### src/rtl/biu_xbar_if.sv
// Bus bundle for biu_xbar: CPU request side, shared Wishbone-classic slave side,
// and the error status registers.
interface biu_xbar_if #(
    parameter int NSLV = 4,
    parameter int AW   = 32,
    parameter int DW   = 32
);
    // CPU side
    logic                 cpu_req_i;
    logic                 cpu_we_i;
    logic [DW/8-1:0]      cpu_sel_i;
    logic [AW-1:0]        cpu_adr_i;
    logic [DW-1:0]        cpu_dat_i;
    logic [DW-1:0]        cpu_dat_o;
    logic                 cpu_ready_o;
    logic                 cpu_err_o;
    // Slave side
    logic [NSLV-1:0]      s_cyc_o;
    logic [NSLV-1:0]      s_stb_o;
    logic                 s_we_o;
    logic [AW-1:0]        s_adr_o;
    logic [DW/8-1:0]      s_sel_o;
    logic [DW-1:0]        s_dat_o;
    logic [NSLV*DW-1:0]   s_dat_i;
    logic [NSLV-1:0]      s_ack_i;
    logic [NSLV-1:0]      s_err_i;
    // Status
    logic [AW-1:0]        err_adr_o;
    logic [7:0]           err_cnt_o;

    // View of the bus unit itself
    modport slave (
        input  cpu_req_i, cpu_we_i, cpu_sel_i, cpu_adr_i, cpu_dat_i,
        output cpu_dat_o, cpu_ready_o, cpu_err_o,
        output s_cyc_o, s_stb_o, s_we_o, s_adr_o, s_sel_o, s_dat_o,
        input  s_dat_i, s_ack_i, s_err_i,
        output err_adr_o, err_cnt_o
    );

    // View of the surrounding environment (CPU plus peripherals)
    modport master (
        output cpu_req_i, cpu_we_i, cpu_sel_i, cpu_adr_i, cpu_dat_i,
        input  cpu_dat_o, cpu_ready_o, cpu_err_o,
        input  s_cyc_o, s_stb_o, s_we_o, s_adr_o, s_sel_o, s_dat_o,
        output s_dat_i, s_ack_i, s_err_i,
        input  err_adr_o, err_cnt_o
    );
endinterface

### src/rtl/biu_xbar.sv
// Registered bus interface unit: routes one CPU request to one of NSLV
// Wishbone-classic slaves chosen by the top 4 address bits, with wait-state
// handshake, timeout, error response and error status registers.
module biu_xbar #(
    parameter int                NSLV     = 4,
    parameter int                AW       = 32,
    parameter int                DW       = 32,
    parameter logic [NSLV*4-1:0] SLV_TAGS = {4'hc, 4'h3, 4'h2, 4'h0},
    parameter int                TIMEOUT  = 255
) (
    input  logic         clk,
    input  logic         rst,
    biu_xbar_if.slave    bus
);
    typedef enum logic [1:0] {IDLE, BUSY, RESP} state_t;

    localparam logic [15:0] TMO_LAST = 16'(TIMEOUT - 1);

    state_t            state, state_nxt;
    logic [NSLV-1:0]   hit_vec;
    logic [NSLV-1:0]   cyc;
    logic              hit;
    logic              sel_ack, sel_err, tmo;
    logic              resp_err;
    logic [15:0]       cnt;
    logic [DW-1:0]     rdata;
    logic [DW-1:0]     cpu_dat;
    logic [AW-1:0]     s_adr, err_adr;
    logic [DW-1:0]     s_dat;
    logic [DW/8-1:0]   s_sel;
    logic              s_we;
    logic [7:0]        err_cnt;

    // Tag decode; scanning downward lets the lowest matching port win.
    always_comb begin
        hit_vec = '0;
        for (int i = NSLV - 1; i >= 0; i--) begin
            if (bus.cpu_adr_i[AW-1 -: 4] == SLV_TAGS[4*i +: 4]) begin
                hit_vec    = '0;
                hit_vec[i] = 1'b1;
            end
        end
    end

    assign hit = |hit_vec;

    // Only the selected port (the one whose cyc is up) is observed.
    always_comb begin
        rdata = '0;
        for (int i = 0; i < NSLV; i++) begin
            if (cyc[i]) rdata = bus.s_dat_i[DW*i +: DW];
        end
    end

    assign sel_ack = |(bus.s_ack_i & cyc);
    assign sel_err = |(bus.s_err_i & cyc);
    assign tmo     = (cnt == TMO_LAST);

    // State register
    always_ff @(posedge clk) begin
        if (rst) state <= IDLE;
        else     state <= state_nxt;
    end

    // Next-state logic
    always_comb begin
        state_nxt = state;
        case (state)
            IDLE: if (bus.cpu_req_i) state_nxt = hit ? BUSY : RESP;
            BUSY: if (sel_err || sel_ack || tmo) state_nxt = RESP;
            RESP: state_nxt = IDLE;
            default: state_nxt = IDLE;
        endcase
    end

    // Datapath: request latch, port select, wait counter, response and status
    always_ff @(posedge clk) begin
        if (rst) begin
            cyc      <= '0;
            cnt      <= '0;
            resp_err <= 1'b0;
            cpu_dat  <= '0;
            s_adr    <= '0;
            s_dat    <= '0;
            s_sel    <= '0;
            s_we     <= 1'b0;
            err_adr  <= '0;
            err_cnt  <= '0;
        end else begin
            case (state)
                IDLE: if (bus.cpu_req_i) begin
                    s_adr    <= bus.cpu_adr_i;
                    s_dat    <= bus.cpu_dat_i;
                    s_sel    <= bus.cpu_sel_i;
                    s_we     <= bus.cpu_we_i;
                    cyc      <= hit_vec;
                    cnt      <= '0;
                    resp_err <= !hit;
                    if (!hit) begin
                        cpu_dat <= '0;
                        err_adr <= bus.cpu_adr_i;
                        if (err_cnt != 8'hff) err_cnt <= err_cnt + 8'd1;
                    end
                end
                BUSY: begin
                    // err beats ack; ack beats the timeout
                    if (sel_err || (!sel_ack && tmo)) begin
                        cyc      <= '0;
                        cnt      <= '0;
                        resp_err <= 1'b1;
                        cpu_dat  <= '0;
                        err_adr  <= s_adr;
                        if (err_cnt != 8'hff) err_cnt <= err_cnt + 8'd1;
                    end else if (sel_ack) begin
                        cyc      <= '0;
                        cnt      <= '0;
                        resp_err <= 1'b0;
                        if (!s_we) cpu_dat <= rdata;
                    end else begin
                        cnt <= cnt + 16'd1;
                    end
                end
                default: ;
            endcase
        end
    end

    // Outputs: response pulses decoded from the RESP state, rest from registers
    always_comb begin
        bus.cpu_ready_o = (state == RESP) && !resp_err;
        bus.cpu_err_o   = (state == RESP) &&  resp_err;
        bus.cpu_dat_o   = cpu_dat;
        bus.s_cyc_o     = cyc;
        bus.s_stb_o     = cyc;
        bus.s_we_o      = s_we;
        bus.s_adr_o     = s_adr;
        bus.s_sel_o     = s_sel;
        bus.s_dat_o     = s_dat;
        bus.err_adr_o   = err_adr;
        bus.err_cnt_o   = err_cnt;
    end
endmodule

### src/flat_wrapper.sv
// flat-port wrapper written by rule: the top's interface ports become plain ports
module biu_xbar_flat 
#(
    parameter int                NSLV     = 4,
    parameter int                AW       = 32,
    parameter int                DW       = 32,
    parameter logic [NSLV*4-1:0] SLV_TAGS = {4'hc, 4'h3, 4'h2, 4'h0},
    parameter int                TIMEOUT  = 255
)
  (clk, rst, bus_cpu_req_i, bus_cpu_we_i, bus_cpu_sel_i, bus_cpu_adr_i, bus_cpu_dat_i, bus_cpu_dat_o, bus_cpu_ready_o, bus_cpu_err_o, bus_s_cyc_o, bus_s_stb_o, bus_s_we_o, bus_s_adr_o, bus_s_sel_o, bus_s_dat_o, bus_s_dat_i, bus_s_ack_i, bus_s_err_i, bus_err_adr_o, bus_err_cnt_o);
  biu_xbar_if #(.NSLV(NSLV), .AW(AW), .DW(DW)) bus_i ();
  input  logic clk;
  input  logic rst;
  input wire logic [$bits(bus_i.cpu_req_i)-1:0] bus_cpu_req_i;
  input wire logic [$bits(bus_i.cpu_we_i)-1:0] bus_cpu_we_i;
  input wire logic [$bits(bus_i.cpu_sel_i)-1:0] bus_cpu_sel_i;
  input wire logic [$bits(bus_i.cpu_adr_i)-1:0] bus_cpu_adr_i;
  input wire logic [$bits(bus_i.cpu_dat_i)-1:0] bus_cpu_dat_i;
  output wire logic [$bits(bus_i.cpu_dat_o)-1:0] bus_cpu_dat_o;
  output wire logic [$bits(bus_i.cpu_ready_o)-1:0] bus_cpu_ready_o;
  output wire logic [$bits(bus_i.cpu_err_o)-1:0] bus_cpu_err_o;
  output wire logic [$bits(bus_i.s_cyc_o)-1:0] bus_s_cyc_o;
  output wire logic [$bits(bus_i.s_stb_o)-1:0] bus_s_stb_o;
  output wire logic [$bits(bus_i.s_we_o)-1:0] bus_s_we_o;
  output wire logic [$bits(bus_i.s_adr_o)-1:0] bus_s_adr_o;
  output wire logic [$bits(bus_i.s_sel_o)-1:0] bus_s_sel_o;
  output wire logic [$bits(bus_i.s_dat_o)-1:0] bus_s_dat_o;
  input wire logic [$bits(bus_i.s_dat_i)-1:0] bus_s_dat_i;
  input wire logic [$bits(bus_i.s_ack_i)-1:0] bus_s_ack_i;
  input wire logic [$bits(bus_i.s_err_i)-1:0] bus_s_err_i;
  output wire logic [$bits(bus_i.err_adr_o)-1:0] bus_err_adr_o;
  output wire logic [$bits(bus_i.err_cnt_o)-1:0] bus_err_cnt_o;
  assign bus_i.cpu_req_i = bus_cpu_req_i;
  assign bus_i.cpu_we_i = bus_cpu_we_i;
  assign bus_i.cpu_sel_i = bus_cpu_sel_i;
  assign bus_i.cpu_adr_i = bus_cpu_adr_i;
  assign bus_i.cpu_dat_i = bus_cpu_dat_i;
  assign bus_cpu_dat_o = bus_i.cpu_dat_o;
  assign bus_cpu_ready_o = bus_i.cpu_ready_o;
  assign bus_cpu_err_o = bus_i.cpu_err_o;
  assign bus_s_cyc_o = bus_i.s_cyc_o;
  assign bus_s_stb_o = bus_i.s_stb_o;
  assign bus_s_we_o = bus_i.s_we_o;
  assign bus_s_adr_o = bus_i.s_adr_o;
  assign bus_s_sel_o = bus_i.s_sel_o;
  assign bus_s_dat_o = bus_i.s_dat_o;
  assign bus_i.s_dat_i = bus_s_dat_i;
  assign bus_i.s_ack_i = bus_s_ack_i;
  assign bus_i.s_err_i = bus_s_err_i;
  assign bus_err_adr_o = bus_i.err_adr_o;
  assign bus_err_cnt_o = bus_i.err_cnt_o;
  biu_xbar #(.NSLV(NSLV), .AW(AW), .DW(DW), .SLV_TAGS(SLV_TAGS), .TIMEOUT(TIMEOUT)) u_core (.clk(clk), .rst(rst), .bus(bus_i));
endmodule
### config.mk
export PLATFORM = sky130hd
export DESIGN_NAME = biu_xbar_flat
export DESIGN_NICKNAME = d
export VERILOG_FILES = /design/src/rtl/biu_xbar_if.sv /design/src/rtl/biu_xbar.sv /design/src/flat_wrapper.sv
export SDC_FILE = /design/constraint.sdc
export NUM_CORES = 1
export LEC_CHECK = 0
export ABC_AREA = 1
export CORE_AREA = 4 4 144 146
export CTS_CLUSTER_DIAMETER = 100
export DETAILED_ROUTE_END_ITERATION = 6
export DIE_AREA = 0 0 148 150
export PLACE_DENSITY = 0.76
export SETUP_SLACK_MARGIN = 0.05
export SYNTH_ARGS = -nofsm -noshare
export SYNTH_HDL_FRONTEND = slang
export SYNTH_SLANG_ARGS = --single-unit
### constraint.sdc
create_clock -name clk -period 2.2 [get_ports clk]
set_clock_uncertainty 0.05 [all_clocks]
set_input_delay 0.33 -clock clk [delete_from_list [all_inputs] [get_ports clk]]
set_output_delay 0.33 -clock clk [all_outputs]
set_load 0.03 [all_outputs]
Word-level counts from Yosys, hierarchy flattened
Cells that the tools add are included.
W data, S select, Z words.

storage, ports and cells
  logic and storage cells = 88
  output and inout bits = 151
  bits of input ports = 208
  flip-flop bits (word level) = 164

cells by class
  reductions and logical operators = 21
  bitwise operators = 2
  equality and inequality tests = 13
  mux-type cells = 39
  add/sub/neg operators = 2

operators with widths
  operator                 count
  $mux W32                 12
  $pmux W32 S2             2
  $mux W16                 3
  $mux W8                  4
  $pmux W16 S2             1
  $mux W4                  7
  $add A16 B1 Y16 const B  1
  $eq A16 B8 Y1 const B    1
  $pmux W8 S2              1
  $reduce_or A4 Y1         3
  $add A8 B1 Y8 const B    1
  $and A4 B4 Y4            2
  $eq A4 B2 Y1 const B     2
  $ne A8 B8 Y1 const B     1
  $pmux W4 S2              1
  $mux W2                  3
  $reduce_and A2 Y1        3
  $reduce_and A5 Y1        1
  $eq A4 B4 Y1 const B     1
  $logic_not A4 Y1         1
  $ne A2 B1 Y1 const B     2
  $ne A2 B2 Y1 const B     2
  $pmux W2 S2              1
  $reduce_and A4 Y1        1
  other kinds (12)         20

Depth between registers and ports, before layout
  depth in word-level cells = 9
  depth in mapped cells = 12
  depth with buffers taken out = 11

Least setup slack after synthesis
No wires, ideal clock.

  kind = reg-to-reg
  start point = register u_core.err_cnt[1] (netlist: u_core.bus.err_cnt_o[1])
  end point = register u_core.err_cnt[2] (netlist: u_core.bus.err_cnt_o[2])
  data required time = 2,033 ps
  path slack = 349 ps
  library setup time = 117 ps
  period minus slack after synthesis = 1,851 ps
  stages on the path, launching flop included = 9
  arrival = 1,684 ps
  path through = dfxtp_1 -> ha_1 -> nand2_1 -> nor3b_1 -> nand3_1 -> nand3_2 -> o21bai_1 -> inv_1 -> nor2_1

between the ends
  longest elaborated chain between the ends = 5

ends and longest elaborated chain
  what                                           RTL line                          text
  from (decl)                                    biu_xbar.sv:32                    logic [7:0] err_cnt;
  from (signal assigned)                         biu_xbar.sv:102                   if (err_cnt != 8'hff) err_cnt <= err_cnt + 8'd1;
  from (signal assigned)                         biu_xbar.sv:113                   if (err_cnt != 8'hff) err_cnt <= err_cnt + 8'd1;
  $add A8 B1 Y8 or $ne A8 B8 Y1 (tied branches)  biu_xbar.sv:102, biu_xbar.sv:113
  $mux W8 *                                      biu_xbar.sv:102, biu_xbar.sv:113
  $mux W8                                        biu_xbar.sv:99                    if (!hit) begin
  $mux W8                                        biu_xbar.sv:91                    IDLE: if (bus.cpu_req_i) begin
  $pmux W8 S2 *                                  biu_xbar.sv:90                    case (state)

Mark *: on every way between the ends. The rest lies on a longest branch, timed or not. The select of a mux whose other input is x is not followed.
A chain may end at the register's enable or synchronous reset.

Worst setup path in the final report
  start point = register u_core.err_cnt[5] (netlist: u_core.bus.err_cnt_o[5])
  end point = output port bus_err_cnt_o[5]

RTL lines
  what       RTL line            text
  to (decl)  flat_wrapper.sv:32  output wire logic [$bits(bus_i.err_cnt_o)-1:0] bus_err_cnt_o;

No word-level cell between the ends.

==> flow_summary.yaml <==
outcome:
  run_status: "finished clean"
cts:
  clk_root_buffer_cell: "clkbuf_16"
  insertion_delay_ns: 0.42
  cts_max_path_buffers: 2
  cts_tree: "yes"
  clk_pin_slew_ns: 0.08
  cts_num_sinks: 164
  htreeDepth: 4
  cts-buffers-inserted: 17
yosys:
  syn_area_mm2: 0.008040
  syn_nets: 1436
  ys_top_cells_by_area: "dfxtp_1 41%, nand2_1 16%, nor2_1 11%, a21oi_1 8.3%, o21ai_0 7.5%"
  synth.largest_area_cell: "dfxtp_1"
  yosysWarnings: 0
  yosysTopAreaCellShare_pct: 40.83
  ys_seq_elements: 164
  avgSynthCellArea_um2: 6.563
  ys_types: 38
  postSynthCellCount: 1225
  dominantRegCellSynth: "dfxtp_1"
  ys_seq_area_share_pct: 40.83
  synth_edf_count: 0
  async_flop_share_pct: 0
final_layout:
  utilization_pct: 64.11
  area_growth_pct: 54.67
  antenna_cells: 0
  final_nets: 1760
  stdcell_count: 1827
  drive_above_1_share_pct: 7.490
critical_path:
  critPathSlowestCell: "clkdlybuf4s50_1"
  r2r-end: "u_core.bus.err_cnt_o[2]"
  cp_max_fo: 6
  reg2reg_setup_slack_ns: 0.29
  cp_slowest_stage_delay_ns: 0.82
  start_kind: "flop"
  path_delay_family: "buffers and inverters"
  critical_path_class: "reg2out"
  reg2reg_depth: 9
  cp-end-kind: "primary output"
  cp.arrival_ns: 1.67
  worst_ep_required_time_ns: 1.82
  worstSetupStartpoint: "u_core.bus.err_cnt_o[5]"
  crit_buf_inv: 1
  cp_cell_sequence: "clkdlybuf4s50_1"
  rr_startpoint: "u_core.state[0]"
hold_path:
  hold_depth: 4
  min_to: "u_core.bus.s_adr_o[13]"
  hold_path.class: "in2reg"
  worstHoldStart: "rst"
drt:
  drtPass1Iterations: 5
  vias_per_cell: 4.933
  drt-initial-drc-count: 431
  detail_route.wl_per_cell_um: 15.75
  dr_total_vias: 9012
  antenna_left: 0
  wl_um: 28780
  drc: 0
power_and_ir_drop:
  p_comb_share_pct: 30.8
  clkPwrFrac_pct: 31.7
  power-per-cell-area_mw_per_mm2: 727.9
  power_frac_seq_pct: 37.6
  p_leak_nw: 5.045
  total_power_mw: 9.053
  swShare_pct: 34.36
  internal_power_mw: 5.942
  ir_drop_v: 0.0005239
  p_switching_mw: 3.111
sta:
  finalCritPeriodShare_pct: 93.29
  rsz0062_at_grt: "no"
  hold_viol: 0
  maxSlewViolCount: 0
  setup_viol: 0
  finalSetupTns_ns: 0
  fmax_mhz: 487.2
  slew_headroom_pct: 63.53
  worst_pin_slew_ns: 0.5470
  period_minus_slack_ns: 2.052
  fin_ws_ns: 0.1475
die:
  start_util_pct: 41.45
  dieArea_mm2: 0.02220
  fp.dieW_um: 148
  io_pins: 359
  coreArea_mm2: 0.01940
  fp-row-count: 51
  die_y_um: 150
global_route:
  grt_use_total_pct: 24.87
  grt-ovfl-total: 0
  grt_pass1_vias: 8654
  grt_max_degree: 62
  antenna_found_initial: 0
  grt_pass1_wl_um: 44350
placement:
  place.gp.congestion: 0.8435
  dp_cells: 1795
  dp_slack_ns: 0.07636
  dp_hpwl_um: 21330
  portBuffers: 358
job:
  drv_cap: 0
-- cells in the mapped netlist, drive strengths merged, types with 2 or more instances --
cell	number
nor3	2
nand4	7
clkbuf	51
buf	35
or2	2
ha	3
xor2	3
clkinv	3
inv	41
nor2	254
xnor2	2
dfxtp	164
nand3	50
o21ai	124
nand2	340
a21oi	135
-- flip-flops by register name, summed over array words and instances (netlist names) --
| register | count |
|---|---|
| u_core.bus.err_cnt_o | 8 |
| u_core.bus.s_we_o | 1 |
| u_core.cnt | 16 |
| u_core.bus.s_dat_o | 32 |
| u_core.bus.s_cyc_o | 4 |
| u_core.bus.s_sel_o | 4 |
| u_core.bus.err_adr_o | 32 |
| u_core.bus.s_adr_o | 32 |
| u_core.state | 2 |
| u_core.resp_err | 1 |
| u_core.bus.cpu_dat_o | 32 |
-- logic make-up after synthesis --
group | Yosys count | share of synthesized area [%]
AO/OA/AOI/OAI | 266 | 16.92
XOR/XNOR | 5 | 0.5448
adder cells (fa/ha/maj) | 3 | 0.4669
buffers and inverters | 130 | 7.610
flip-flops | 164 | 40.83
AND/OR/NAND/NOR | 657 | 33.63
-- placed cells by master, fill, tap and decap left out, types with 2 or more instances in the layout --
cell type        synthesis  final
clkdlybuf4s50_1          0    351
nand2_1                336    336
nor2_1                 226    225
dfxtp_1                164    164
a21oi_1                134    134
o21ai_0                121    121
nand3_1                 47     47
inv_1                   37     35
buf_4                   12     27
nor2_2                  23     24
clkbuf_16                0     17
buf_12                   0     10
inv_2                    4      7
nand4_1                  7      7
inv_6                    0      6
inv_8                    0      5
nor2_4                   4      4
nand2_2                  4      4
o21ai_1                  3      3
xor2_1                   3      3
ha_1                     3      3
clkinvlp_4               0      3
nor3_1                   2      2
clkinv_1                 3      2
nand3_4                  2      2
xnor2_1                  2      2
or2_2                    2      2
-- worst max-delay path by stage --
stage | cells past startpoint | slack, ns | end
finish | 1 | 0.15 | bus_err_cnt_o[5]
global route | 1 | 0.08 | bus_err_cnt_o[5]
CTS | 3 | 0.11 | bus_cpu_err_o
detailed placement | 11 | 0.08 | u_core.bus.err_cnt_o[2]
global placement | 10 | 0.14 | u_core.bus.s_cyc_o[0]
floorplan | 8 | 0.35 | u_core.bus.err_cnt_o[2]
-- through the flow --
step / instance area, um2 / hold WS, ns
6_report: 12440 / 0.3192
5_1_grt: 12440 / 0.3494
3_5_place_dp: 11870 / 0.4034
4_1_cts: 12430 / 0.3144
3_3_place_gp: 11870 / 0.3962
2_1_floorplan: 8040 / 0.4005
-- area by class of cell --
cell class | instances | area [um2]
clock buffers | 18 | 429.2
clock inverters | 14 | 131.4
fillers | 1810 | 6963
inverters | 44 | 165.2
multi-input cells | 931 | 4153
flip-flops and latches | 164 | 3283
well taps | 265 | 331.6
repair buffers | 391 | 3943
-- timing repair --
item	4_1_cts	5_1_grt
endpoints found under the hold margin	0	0
setup buffers	0	0
pin swaps	0	0
resized for setup	1	2
hold buffers	0	0
setup endpoints to repair	1	8
-- per-layer routing --
metal	track usage [%]	vias up	routed length, um
met3	9.903	33	3074
met5	0	-	0
met4	7.206	0	569
met1	28.48	4053	11350
met2	43.00	351	13780
li1	-	4575	-
-- power by group through the flow --
| stage | Combinational [mW] | Sequential [mW] | Clock [mW] |
|---|---|---|---|
| 6_report | 2.79 | 3.40 | 2.87 |
| 2_1_floorplan | 1.07 | 3.93 | 0 |
| 4_1_cts | 2.80 | 3.40 | 2.92 |
| 5_1_grt | 3.02 | 3.43 | 3.05 |
| 3_5_place_dp | 2.79 | 3.46 | 0 |
| 3_3_place_gp | 2.77 | 3.46 | 0 |
Note: power is estimated with default switching activity, not from simulation.
